==> src/rtl/bin_to_bcd_seq_pkg.sv <==
// Shared constants and types for the sequential binary-to-BCD converter.
// Imported by the interface, the add-3 cell and the converter top.
package bcd_pkg;

   localparam int BCD_DIGITS = 4;
   localparam int BCD_MAX    = 9999;

   localparam logic [3:0] BCD_NINE = 4'd9;

   typedef enum logic {
      IDLE  = 1'b0,
      SHIFT = 1'b1
   } state_t;

endpackage

==> src/rtl/bin_to_bcd_seq_if.sv <==
// Start/result bundle between a requester and the BCD converter.
// The master issues start/bin_in; the slave returns status and digits.
interface bin_to_bcd_seq_if #(
   parameter int N = 10
);

   logic         start;
   logic [N-1:0] bin_in;
   logic         busy;
   logic         done;
   logic         overflow;
   logic [3:0]   uni;
   logic [3:0]   dec;
   logic [3:0]   cen;
   logic [3:0]   mil;

   modport master (
      output start,
      output bin_in,
      input  busy,
      input  done,
      input  overflow,
      input  uni,
      input  dec,
      input  cen,
      input  mil
   );

   modport slave (
      input  start,
      input  bin_in,
      output busy,
      output done,
      output overflow,
      output uni,
      output dec,
      output cen,
      output mil
   );

endinterface

==> src/rtl/bin_to_bcd_seq_add3.sv <==
// Double-dabble correction cell: a nibble of 5 or more gets 3 added
// so that the following left shift carries correctly into the next digit.
module bcd_add3 (
   input  logic [3:0] din,
   output logic [3:0] dout
);

   always_comb begin
      dout = din;
      if (din >= 4'd5) dout = din + 4'd3;
   end

endmodule

==> src/rtl/bin_to_bcd_seq.sv <==
// Sequential shift-and-add-3 binary-to-BCD converter, one bit per clock.
// Result digits are registered and only change on the done pulse.
module bin_to_bcd_seq
   import bcd_pkg::*;
#(
   parameter int N      = 10,
   parameter int DIGITS = BCD_DIGITS
) (
   input  logic           clk,
   input  logic           rst_n,
   bin_to_bcd_seq_if.slave bus
);

   localparam int CW = $clog2(N + 1);
   localparam int SW = 4 * DIGITS;

   state_t        state;
   state_t        state_nx;
   logic [CW-1:0] cnt;
   logic [N-1:0]  bin_q;
   logic [SW-1:0] scr;
   logic [SW-1:0] adj;
   logic [SW-1:0] scr_nx;
   logic          ovf_q;
   logic          last;
   logic          accept;

   for (genvar i = 0; i < DIGITS; i++) begin : g_add3
      bcd_add3 u_add3 (
         .din  (scr[4*i +: 4]),
         .dout (adj[4*i +: 4])
      );
   end

   // top bit of the corrected scratch falls off; only the saturating
   // overflow path can need it and that is flagged at capture time
   assign scr_nx = SW'({adj, bin_q[N-1]});
   assign last   = (cnt == CW'(1));
   assign accept = (state == IDLE) && bus.start;

   always_ff @(posedge clk or negedge rst_n) begin
      if (!rst_n) state <= IDLE;
      else        state <= state_nx;
   end

   always_comb begin
      state_nx = state;
      unique case (state)
         IDLE:    if (bus.start) state_nx = SHIFT;
         SHIFT:   if (last)      state_nx = IDLE;
         default:                state_nx = IDLE;
      endcase
   end

   always_comb begin
      bus.busy = 1'b0;
      unique case (state)
         IDLE:    bus.busy = 1'b0;
         SHIFT:   bus.busy = 1'b1;
         default: bus.busy = 1'b0;
      endcase
   end

   always_ff @(posedge clk or negedge rst_n) begin
      if (!rst_n) begin
         cnt          <= '0;
         bin_q        <= '0;
         scr          <= '0;
         ovf_q        <= 1'b0;
         bus.done     <= 1'b0;
         bus.overflow <= 1'b0;
         bus.uni      <= '0;
         bus.dec      <= '0;
         bus.cen      <= '0;
         bus.mil      <= '0;
      end else begin
         bus.done <= 1'b0;
         if (accept) begin
            bin_q <= bus.bin_in;
            scr   <= '0;
            cnt   <= CW'(N);
            ovf_q <= (32'(bus.bin_in) > 32'(BCD_MAX));
         end else if (state == SHIFT) begin
            scr   <= scr_nx;
            bin_q <= bin_q << 1;
            cnt   <= cnt - CW'(1);
            if (last) begin
               bus.done     <= 1'b1;
               bus.overflow <= ovf_q;
               if (ovf_q) begin
                  bus.uni <= BCD_NINE;
                  bus.dec <= BCD_NINE;
                  bus.cen <= BCD_NINE;
                  bus.mil <= BCD_NINE;
               end else begin
                  bus.uni <= scr_nx[3:0];
                  bus.dec <= scr_nx[7:4];
                  bus.cen <= scr_nx[11:8];
                  bus.mil <= scr_nx[15:12];
               end
            end
         end
      end
   end

endmodule

==> src/flat_wrapper.sv <==
// flat-port wrapper written by rule: the top's interface ports become plain ports
module bin_to_bcd_seq_flat import bcd_pkg::*;
#(
   parameter int N      = 10,
   parameter int DIGITS = BCD_DIGITS
)
  (clk, rst_n, bus_start, bus_bin_in, bus_busy, bus_done, bus_overflow, bus_uni, bus_dec, bus_cen, bus_mil);
  bin_to_bcd_seq_if #(.N(N)) bus_i ();
  input  logic clk;
  input  logic rst_n;
  input wire logic [$bits(bus_i.start)-1:0] bus_start;
  input wire logic [$bits(bus_i.bin_in)-1:0] bus_bin_in;
  output wire logic [$bits(bus_i.busy)-1:0] bus_busy;
  output wire logic [$bits(bus_i.done)-1:0] bus_done;
  output wire logic [$bits(bus_i.overflow)-1:0] bus_overflow;
  output wire logic [$bits(bus_i.uni)-1:0] bus_uni;
  output wire logic [$bits(bus_i.dec)-1:0] bus_dec;
  output wire logic [$bits(bus_i.cen)-1:0] bus_cen;
  output wire logic [$bits(bus_i.mil)-1:0] bus_mil;
  assign bus_i.start = bus_start;
  assign bus_i.bin_in = bus_bin_in;
  assign bus_busy = bus_i.busy;
  assign bus_done = bus_i.done;
  assign bus_overflow = bus_i.overflow;
  assign bus_uni = bus_i.uni;
  assign bus_dec = bus_i.dec;
  assign bus_cen = bus_i.cen;
  assign bus_mil = bus_i.mil;
  bin_to_bcd_seq #(.N(N), .DIGITS(DIGITS)) u_core (.clk(clk), .rst_n(rst_n), .bus(bus_i));
endmodule
==> config.mk <==
export PLATFORM = sky130hd
export DESIGN_NAME = bin_to_bcd_seq_flat
export DESIGN_NICKNAME = d
export VERILOG_FILES = /design/src/rtl/bin_to_bcd_seq_pkg.sv /design/src/rtl/bin_to_bcd_seq_if.sv /design/src/rtl/bin_to_bcd_seq_add3.sv /design/src/rtl/bin_to_bcd_seq.sv /design/src/flat_wrapper.sv
export SDC_FILE = /design/constraint.sdc
export NUM_CORES = 1
export LEC_CHECK = 0
export ABC_AREA = 1
export BUFFER_PORTS_ARGS = -buffer_cell sky130_fd_sc_hd__buf_2
export CAP_MARGIN = 40
export CORE_MARGIN = 2
export CORE_UTILIZATION = 61
export CTS_CLUSTER_SIZE = 24
export DETAILED_ROUTE_END_ITERATION = 10
export PLACE_DENSITY = 0.94
export SLEW_MARGIN = 10
export SYNTH_ARGS = -nofsm -noshare
export SYNTH_HDL_FRONTEND = slang
export SYNTH_SLANG_ARGS = --single-unit
==> constraint.sdc <==
create_clock -name clk -period 3.7 [get_ports clk]
set_clock_uncertainty 0.2 [all_clocks]
set_input_delay 0.74 -clock clk [delete_from_list [all_inputs] [get_ports clk]]
set_output_delay 0.74 -clock clk [all_outputs]
set_load 0.02 [all_outputs]
==> impl_metrics.ini <==
[status]
run_status = completed

[setup_path]
r2r_setup_slack_ps = 1550
worstReg2RegEnd = u_core.scr[15]$_DFFE_PN0P_
cp.required_ps = 2760
path_buf_inv = 1
setup.worst_path.class = register to primary output
cpLargestDelayFamily = flip-flops
regToRegStartpoint = u_core.state$_DFF_PN0_
timing.critical_path.from_type = register
kind_of_end_point_of_the_critical_path = primary output
critical_path_cell_count = 1
worst-endpoint-arrival_ps = 1430
highest_delay_cell_along_the_critical_path = sky130_fd_sc_hd__dfrtp_1
largest_fanout_on_the_critical_path = 22
crit_path_max_incr_delay_ps = 840
crit_chain = buf_2
rr_worst_depth = 3

[die]
die_y_um = 65.5
ioPinCount = 32
die_w_um = 65.5
die_area_um2 = 4290
core_area_um2 = 3660
floorplan.initialDensity_pct = 63.1
row_count = 22

[sta]
share_of_the_cycle_needed_by_the_critical_path_after_routing_pct = 64.0
final.hold.worst_slack_ps = 170
slew_viol_final = 0
final.min_clock_period_ps = 2370
achievable-frequency_mhz = 422
worstMarginPinSlew_ps = 749
setup_violations = 0
slew-limit-headroom_pct = 50.1
setup_total_negative_slack_ps = 0
rsz0062_at_grt = false
final_hold_viol_count = 0

[route]
drc_errors = 0
average_routed_wire_per_standard_cell_um = 13.5
route.final.wire_length_mm = 4.76
vias = 1960
antenna_left = 0
drt_iter0_markers = 106
drt-vias-per-instance = 5.57
drt_pass1_iterations = 4

[logic_synthesis]
synth.net_count = 297
syn-cell-area_um2 = 2310
synth-xor-area-share_pct = 0
postSynthCellCount = 274
ys_seq_elements = 48
syn_area_per_cell_um2 = 8.43
synth_fa_ha_area_share_pct = 5.42
synth_flop_cell = sky130_fd_sc_hd__dfrtp_1
synthesis.yosys.warnings = 0
synth_top_family_by_area = simple AND/OR/NAND/NOR gates
yosys-mux-area-fraction_pct = 0
synth.distinct_cells = 23
synthSimpleGateAreaFrac_pct = 26.5
synth.yosys.seq_area_share_pct = 52.0
synth-compound-area-share_pct = 8.29
synth-async-reset-ratio_pct = 100
synth_enable_flop_cells = 0

[power_and_ir_drop]
power.clock.fraction_pct = 13.5
p_seq_share_pct = 40.0
power.switching_uw = 1070
internal_power_uw = 1280
cellLeakagePower_uw = 0.00138
comb_power_share_pct = 46.4
netSwitchingFraction_pct = 45.6
power-per-cell-area_nw_per_um2 = 914
worst_ir_drop_vdd_v = 0.000445

[placed_design]
port_buffers = 30
globalplace.congestion = 0.831
dp.final_hpwl_mm = 3.42

[grt]
gr-usage-all-layers_pct = 25.7
grt_remaining_overflow = 0
grt_start_max_net_pins = 31
grt_pass1_vias = 1905
grt_antenna_before_repair = 0
grt_pass1_wl_mm = 8.34

[finish]
synthToLayoutAreaGrowth_pct = 11.4
multi_input_gate_area_um2 = 933
finalNetCount = 326
drive_above_1_share_pct = 14.5
antenna_diodes = 0
final.fill_count = 282
utilization_pct = 70.3
seq_area_um2 = 1200

[clocking]
cts_resized = 0
postCtsSetupRepairBufs = 0
cts_max_level = 2
inserted_clock_buffers = 5
cts.sinks = 48
clock_latency_late_sink_ps = 300
clock_tree_from_tritoncts = yes
ctsLongestPathBuffers = 2
cts.hold.buffers_added = 0
cts-root-buf = sky130_fd_sc_hd__clkbuf_8
path_clk_slew_ps = 90

[flow_run]
max_cap_violations = 0

[min_path]
hold_class = input port to asynchronous set/reset pin
layout by cell type (no fill, tap or decap):
master	n
sky130_fd_sc_hd__nor2_1	6
sky130_fd_sc_hd__a21oi_1	1
sky130_fd_sc_hd__ha_1	10
sky130_fd_sc_hd__clkbuf_8	6
sky130_fd_sc_hd__o21ai_0	14
sky130_fd_sc_hd__nand3_1	31
sky130_fd_sc_hd__nand4_1	8
sky130_fd_sc_hd__buf_4	1
sky130_fd_sc_hd__clkinv_2	2
sky130_fd_sc_hd__dfrtp_1	48
sky130_fd_sc_hd__conb_1	1
sky130_fd_sc_hd__o21ai_1	1
sky130_fd_sc_hd__o21bai_1	1
sky130_fd_sc_hd__nor2_2	1
sky130_fd_sc_hd__o221ai_1	3
sky130_fd_sc_hd__a22oi_1	3
sky130_fd_sc_hd__nand2_1	98
sky130_fd_sc_hd__nor2_4	1
sky130_fd_sc_hd__inv_2	2
sky130_fd_sc_hd__buf_12	1
sky130_fd_sc_hd__o211ai_1	4
sky130_fd_sc_hd__buf_2	30
sky130_fd_sc_hd__inv_1	27
sky130_fd_sc_hd__o22ai_1	4
sequential cells by signal, indices dropped and copies added (netlist names):
| name | cells |
|---|---|
| u_core.bin_q | 10 |
| u_core.bus.cen | 4 |
| u_core.bus.dec | 4 |
| u_core.bus.done | 1 |
| u_core.bus.mil | 4 |
| u_core.bus.uni | 4 |
| u_core.cnt | 4 |
| u_core.scr | 16 |
| u_core.state | 1 |
power by group through the flow:
stage	Combinational, uW	Clock, uW	Sequential [uW]
after floorplan	738	0	993
after global placement	1020	0	928
after detailed placement	1080	0	944
after CTS	1090	323	938
after global routing	1240	349	971
final	1090	319	942
routing by layer:
| layer | GRT usage (%) | vias up | share of wire, % |
|---|---|---|---|
| met4 | 8.33 | 0 | 1.6 |
| met2 | 42.9 | 78 | 50 |
| li1 | - | 947 | - |
| met3 | 5.65 | 8 | 6.0 |
| met1 | 33.5 | 927 | 42 |
| met5 | 0 | - | 0 |
final cells by class:
cell class	count	area share [%]
flip-flops and latches	48	46.7
multi-input cells	187	36.3
repair buffers	32	6.90
inverters	29	4.23
clock buffers	6	3.21
well taps	48	2.33
clock inverters	2	0.389
cell usage after synthesis, types with 2 or more instances:
| cell | n | area share, % |
|---|---|---|
| sky130_fd_sc_hd__nand2_1 | 98 | 16 |
| sky130_fd_sc_hd__dfrtp_1 | 48 | 52 |
| sky130_fd_sc_hd__nand3_1 | 31 | 6.7 |
| sky130_fd_sc_hd__inv_1 | 27 | 4.4 |
| sky130_fd_sc_hd__o21ai_0 | 14 | 3.0 |
| sky130_fd_sc_hd__ha_1 | 10 | 5.4 |
| sky130_fd_sc_hd__nand4_1 | 8 | 2.2 |
| sky130_fd_sc_hd__nor2_1 | 6 | 0.98 |
| sky130_fd_sc_hd__buf_2 | 5 | 1.1 |
| sky130_fd_sc_hd__o211ai_1 | 4 | 1.3 |
| sky130_fd_sc_hd__o22ai_1 | 4 | 1.1 |
| sky130_fd_sc_hd__a22oi_1 | 3 | 0.98 |
| sky130_fd_sc_hd__o221ai_1 | 3 | 1.1 |
| sky130_fd_sc_hd__buf_4 | 2 | 0.65 |
| sky130_fd_sc_hd__buf_6 | 2 | 0.98 |
| sky130_fd_sc_hd__inv_2 | 2 | 0.33 |
logic make-up (layout without fill, tap and decap cells):
group | after synthesis | in the layout
AOI/OAI and AO/OA | 31 | 31
adders and majority gates | 10 | 10
buffers and inverters | 39 | 69
DFF | 48 | 48
other | 1 | 1
and+or+nand+nor | 145 | 145
worst register-to-register path, stage by stage (launching register included):
cell,delay (ps)
sky130_fd_sc_hd__dfrtp_1,670
sky130_fd_sc_hd__nor2_2,700
sky130_fd_sc_hd__inv_2,260
sky130_fd_sc_hd__o21ai_0,240
through the flow:
stage | instances | area [um^2] | setup slack, ps | total power [uW]
after global placement | 343 | 2460 | 1560 | 1940
after floorplan | 274 | 2310 | 2080 | 1730
after global routing | 352 | 2570 | 1270 | 2560
final | 352 | 2570 | 1330 | 2350
after CTS | 352 | 2570 | 1330 | 2350
after detailed placement | 344 | 2480 | 1480 | 2020
worst max-delay path by stage:
stage / from / endpoint
floorplan: bus_start / u_core.bin_q[3]$_DFFE_PN0P_
global placement: bus_start / u_core.bin_q[3]$_DFFE_PN0P_
detailed placement: bus_start / u_core.scr[15]$_DFFE_PN0P_
CTS: u_core.state$_DFF_PN0_ / bus_busy
global route: u_core.state$_DFF_PN0_ / bus_busy
finish: u_core.state$_DFF_PN0_ / bus_busy
(Power assumes the default switching activity.)
